--- src/rtl/mul_ctrl.sv ---
// Control wrapper around an external 2-register Booth multiplier: tracks the ops in flight,
// applies backpressure, and supports flush. Optional perf counters with MUL_CTRL_PERF_CNT_EN.
module mul_ctrl #(
    parameter int unsigned TAG_W = 5
) (
    input  logic             clk,
    input  logic             rst,

    input  logic             in_valid,
    output logic             in_ready,
    input  logic [31:0]      op_a,
    input  logic [31:0]      op_b,
    input  logic [TAG_W-1:0] in_tag,
    input  logic             flush,

    output logic [31:0]      mul_a,
    output logic [31:0]      mul_b,
    output logic             mul_stall,
    output logic             mul_rst_n,
    input  logic [31:0]      mul_m,

    output logic             out_valid,
    input  logic             out_ready,
    output logic [31:0]      out_result,
    output logic [TAG_W-1:0] out_tag,

    output logic             busy,
    output logic [1:0]       state
`ifdef MUL_CTRL_PERF_CNT_EN
    ,
    output logic [31:0]      perf_ops,
    output logic [31:0]      perf_hold
`endif
);

    localparam logic [1:0] StIdle = 2'd0;
    localparam logic [1:0] StRun  = 2'd1;
    localparam logic [1:0] StHold = 2'd2;

    logic             v1_q, v1_d;
    logic             v2_q, v2_d;
    logic [TAG_W-1:0] t1_q, t1_d;
    logic [TAG_W-1:0] t2_q, t2_d;
    logic [1:0]       state_q, state_d;

    logic hold;
    logic accept;

    assign hold      = v2_q & ~out_ready;
    assign in_ready  = ~hold & ~flush;
    assign accept    = in_valid & in_ready;
    assign mul_stall = hold;
    assign mul_rst_n = ~rst;

    assign mul_a = accept ? op_a : 32'd0;
    assign mul_b = accept ? op_b : 32'd0;

    // Valid/tag pipeline mirrors the two multiplier stage registers.
    always_comb begin
        v1_d = v1_q;
        v2_d = v2_q;
        t1_d = t1_q;
        t2_d = t2_q;
        if (!hold) begin
            t1_d = in_tag;
            t2_d = t1_q;
        end
        if (flush) begin
            v1_d = 1'b0;
            v2_d = 1'b0;
        end else if (!hold) begin
            v1_d = accept;
            v2_d = v1_q;
        end
    end

    always_comb begin
        state_d = StRun;
        if (flush || !(v1_d || v2_d)) begin
            state_d = StIdle;
        end else if (v2_d && !out_ready) begin
            state_d = StHold;
        end
    end

    always_ff @(posedge clk or posedge rst) begin
        if (rst) begin
            v1_q    <= 1'b0;
            v2_q    <= 1'b0;
            t1_q    <= '0;
            t2_q    <= '0;
            state_q <= StIdle;
        end else begin
            v1_q    <= v1_d;
            v2_q    <= v2_d;
            t1_q    <= t1_d;
            t2_q    <= t2_d;
            state_q <= state_d;
        end
    end

    assign out_valid  = v2_q;
    assign out_result = mul_m;
    assign out_tag    = t2_q;
    assign busy       = v1_q | v2_q;
    assign state      = state_q;

`ifdef MUL_CTRL_PERF_CNT_EN
    logic [31:0] perf_ops_q, perf_ops_d;
    logic [31:0] perf_hold_q, perf_hold_d;

    always_comb begin
        perf_ops_d  = perf_ops_q + {31'd0, accept};
        perf_hold_d = perf_hold_q + {31'd0, hold};
    end

    always_ff @(posedge clk or posedge rst) begin
        if (rst) begin
            perf_ops_q  <= 32'd0;
            perf_hold_q <= 32'd0;
        end else begin
            perf_ops_q  <= perf_ops_d;
            perf_hold_q <= perf_hold_d;
        end
    end

    assign perf_ops  = perf_ops_q;
    assign perf_hold = perf_hold_q;
`endif

endmodule

--- config.mk ---
export PLATFORM = sky130hd
export DESIGN_NAME = mul_ctrl
export DESIGN_NICKNAME = d
export VERILOG_FILES = /design/src/rtl/mul_ctrl.sv
export SDC_FILE = /design/constraint.sdc
export NUM_CORES = 1
export LEC_CHECK = 0
export ABC_AREA = 0
export CORE_MARGIN = 1.5
export CORE_UTILIZATION = 26
export CTS_BUF_LIST = sky130_fd_sc_hd__clkbuf_16
export CTS_CLUSTER_SIZE = 30
export DETAILED_ROUTE_END_ITERATION = 6
export PLACE_DENSITY = 0.86
export SETUP_SLACK_MARGIN = 0.05
export SYNTH_ARGS = -nofsm -noshare
export SYNTH_HDL_FRONTEND = slang
export SYNTH_SLANG_ARGS = --single-unit
export TNS_END_PERCENT = 30
--- constraint.sdc ---
create_clock -name clk -period 1.46 [get_ports clk]
set_input_delay 0.292 -clock clk [delete_from_list [all_inputs] [get_ports clk]]
set_output_delay 0.292 -clock clk [all_outputs]
set_load 0.05 [all_outputs]
Word level (Yosys, flattened, before mapping):

Cells that the tools add are included.

* bitwise gates (word level): 8
* muxes and demuxes: 8
* reduce and logical (&&, ||, !) cells: 5

Operator list (number)
* $mux 32: 2
* $mux 1: 4
* $mux 2: 2
* $not 1->1: 4
* $and 1x1->1: 3
* $logic_not 1->1: 2
* $logic_or 1x1->1: 2
* $logic_and 1x1->1: 1
* $or 1x1->1: 1

* logic and storage cells: 26
* input bits: 106
* output and inout port bits: 108
* bits in registers: 14

Longest topological paths before layout:

* word-level depth: 11
* mapped depth: 5
* gate-level depth less buffers: 3

Worst setup path after synthesis:

Ideal clock, no wire load.

* path kind: register -> output
* from: reg v2_q (netlist: out_valid)
* to: out mul_b[23]
* data arrival time: 2.287 ns
* slack: -1.119 ns
* data required time: 1.168 ns
* cell stages (with the launch flop): 5
* cell sequence: dfrtp_1 > nand2b_4 > inv_4 > buf_2 > nor3b_1

* longest elaborated chain between the ends: 5

Ends and longest elaborated chain
* from (decl): RTL line 41 `logic v2_q, v2_d;`
* from (signal assigned): RTL line 95 `v2_q <= v2_d;`
* $and 1x1->1: RTL line 49 `assign hold = v2_q & ~out_ready;`
* net mul_stall: RTL line 18 `output logic mul_stall,`
* $not 1->1: RTL line 50 `assign in_ready = ~hold & ~flush;`
* $and 1x1->1: RTL line 50
* $and 1x1->1: RTL line 51 `assign accept = in_valid & in_ready;`
* $mux 32: RTL line 56 `assign mul_b = accept ? op_b : 32'd0;`
* to (decl): RTL line 17 `output logic [31:0] mul_b,`

The timed path passes the listed nets, and every way through them passes these cells.

Worst setup path in the final report:

* from: reg v2_q (netlist: out_valid)
* to: out mul_b[5]

* longest elaborated chain between the ends: 5

Ends and longest elaborated chain (RTL line)
* $and 1x1->1: 49
* $not 1->1: 50
* $and 1x1->1: 50
* $and 1x1->1: 51
* $mux 32: 56

Every way passes these cells.

==> metrics.txt <==
outcome complete, but fails checks; failing checks setup timing; Area contributors post-synth nor3b_2 (36%), dfrtp_1 (20%), buf_4 (16%); startpoint types flop; synth warn 0; most common library cell in the layout ignoring fill and taps buf_12; row count 29; final hold vios 0; Clock Skews 0.00232 ns; Syn-to-layout area delta 170%; routed len/inst about 20 µm; vias per cell between 4 and 5; Post-layout nets around 400; CTS tree built; Max stage delay on crit path 0.42 ns; sequential fraction of the synthesis area between 20% and 30%; Levels on crit path 5; vias post-DR between 1500 and 2000; Synth top area share a little over a third; sum of buffers and inverters on the critical path 3; Distinct cells, synth 20; leakage between 1.5 and 2 nW; Worst-Skew Late Latency 0.24 ns; final setup fails 67; router iterations before antenna repair 4; largest net degree at the start of global routing 15; Cell Area, Synth 1710 µm²; CTS Root Cell clkbuf_16; starting utilization of the core area 27.0%; CP Capture Type output port; gpl congestion 0.815; worst setup path end mul_b[5]; residual DRC count 0; first-pass GRT wire length roughly 11 mm; WS Path Type reg -> out; synthesized net count around 260; hold crit path type in -> async; FF-to-FF End out_tag[3]; Worst Path Arrival around 1.5 ns; layout cell share with drive strength beyond 1 about two thirds; clock slew at reported path FFs around 0.050 ns; GRT Util Overall roughly a fifth; post-route ant nets 0; RSZ-0062 raised after global routing true; TritonCTS Sinks 14; Reg-to-Reg Start out_valid; DIE WIDTH between 80 and 90 µm; GRT overflow 0; WP data required approximately 1.2 ns; Post-DP HPWL 5.20 mm; Buffers on Ports around 150; maximum fanout along the worst path 13; VDD IR max 0.000681 V; worst reg-to-reg path cell count 5; Die Span Y between 80 and 90 µm; Yosys reg bits 14; Min Clock Period, post-route around 1.8 ns; clk buf depth 2; Slew Limit Headroom between 80% and 90%; Power Total ~0.0025 W; core region area roughly 6300 µm²; worst slew pin tran approximately 0.26 ns; PnR worst setup slack -0.298 ns; Final Max Tran Viols 0; leading area contributor after synthesis nor3b_2; critical path's slowest cell dfrtp_2; Fmax achieved roughly 570 MHz; family with the most delay on the worst path buffers and inverters; H-tree levels 1; final core utilization 72.8%; R2R Setup Slk approximately 0.090 ns; most frequent cells in the layout buf_12 (71), clkdlybuf4s50_1 (70), nor3b_4 (64); number of CTS-inserted buffers 3; fillcell total around 370; initial antenna violation count 0; DRT iter0 DRCs 43; final period utilization 120%; die footprint a little over 7000 µm²; Routed WL a little over 7 mm; Ports approximately 210; vias in the first global route 1839; setup TNS -17.07 ns; Syn Inst Count between 100 and 150; Avg Cell Area, Syn ~12 µm²; PD cells around 530 nW/µm²; critical path, cell by cell nand2b_4 > inv_4 > buf_16 > nor3b_4 > buf_12; Critical path origin out_valid; antenna cells 0; number of max-cap violations 0
tightest hold or removal path: stages:
cell             delay, ns
clkdlybuf4s50_1       0.40
inv_1                 0.13
buf_4                 0.25
flip-flops by register name (all words and copies together) (netlist names):
signal and cells:
state 2, v1_q 1, out_valid 1, t1_q 5, out_tag 5
cell usage after synthesis (all sizes together):
| cell | count |
|---|---|
| nor2b | 1 |
| nor2 | 2 |
| mux2 | 10 |
| nand4bb | 1 |
| dfrtp | 14 |
| inv | 3 |
| a21oi | 1 |
| o21ba | 1 |
| nor3b | 64 |
| buf | 47 |
| o21ai | 1 |
| or2 | 1 |
| nor3 | 1 |
| nand2b | 2 |
metrics by stage:
step                hold slack, ns  area (µm²)  setup WS [ns]  std cells
floorplan                    0.351        2220         -0.328        149
global placement             0.486        4230         -0.477        344
detailed placement           0.493        4230         -0.513        344
CTS                          0.478        4600         -0.325        359
global route                 0.497        4630         -0.344        360
finish                       0.477        4630         -0.298        360
layout make-up:
| class | instances | area, µm² | area share [%] |
|---|---|---|---|
| well taps | 77 | 96.3 | 2.08 |
| flip-flops and latches | 14 | 352 | 7.60 |
| inverters | 3 | 18.8 | 0.406 |
| clock buffers | 3 | 75.1 | 1.62 |
| clock inverters | 1 | 3.75 | 0.0811 |
| repair buffers | 176 | 2660 | 57.4 |
| repair inverters | 1 | 6.26 | 0.135 |
| multi-input cells | 85 | 1420 | 30.7 |
power by group:
part | switching [W] | internal [W]
sequential | 0.0000281 | 0.000419
clock | 0.000149 | 0.000361
combinational | 0.000682 | 0.000811
total | 0.000859 | 0.00159
kinds of logic after synthesis:
| kind of cell | after synthesis | share of synthesized area (%) |
|---|---|---|
| simple gates | 72 | 46.4 |
| buf+inv | 50 | 24.4 |
| flops | 14 | 20.4 |
| mux | 10 | 7.66 |
| compound gates | 3 | 1.17 |
layer usage:
layer	global-route usage [%]	routed length [µm]
met1	23.0	2630
met2	38.5	4090
met3	3.93	462
met4	2.53	50
met5	0	0
worst min path at each step:
| stage | startpoint | endpoint | slack [ns] | cells past startpoint |
|---|---|---|---|---|
| after floorplan | rst | out_tag[0] | 0.35 | 1 |
| after global placement | t1_q[2] | out_tag[2] | 0.49 | 1 |
| after detailed placement | t1_q[0] | out_tag[0] | 0.49 | 1 |
| after CTS | rst | out_tag[2] | 0.48 | 3 |
| after global routing | rst | t1_q[2] | 0.50 | 3 |
| final | rst | t1_q[1] | 0.48 | 3 |
what timing repair did:
item / in CTS / in global routing
pin swaps: 11 / 14
hold buffers: 0 / 0
hold endpoints to repair: 0 / 0
gates resized for setup: 24 / 2
setup endpoints to repair: 69 / 69
cloned: 7 / 1
setup buffers: 4 / 0
(Power assumes the default switching activity.)
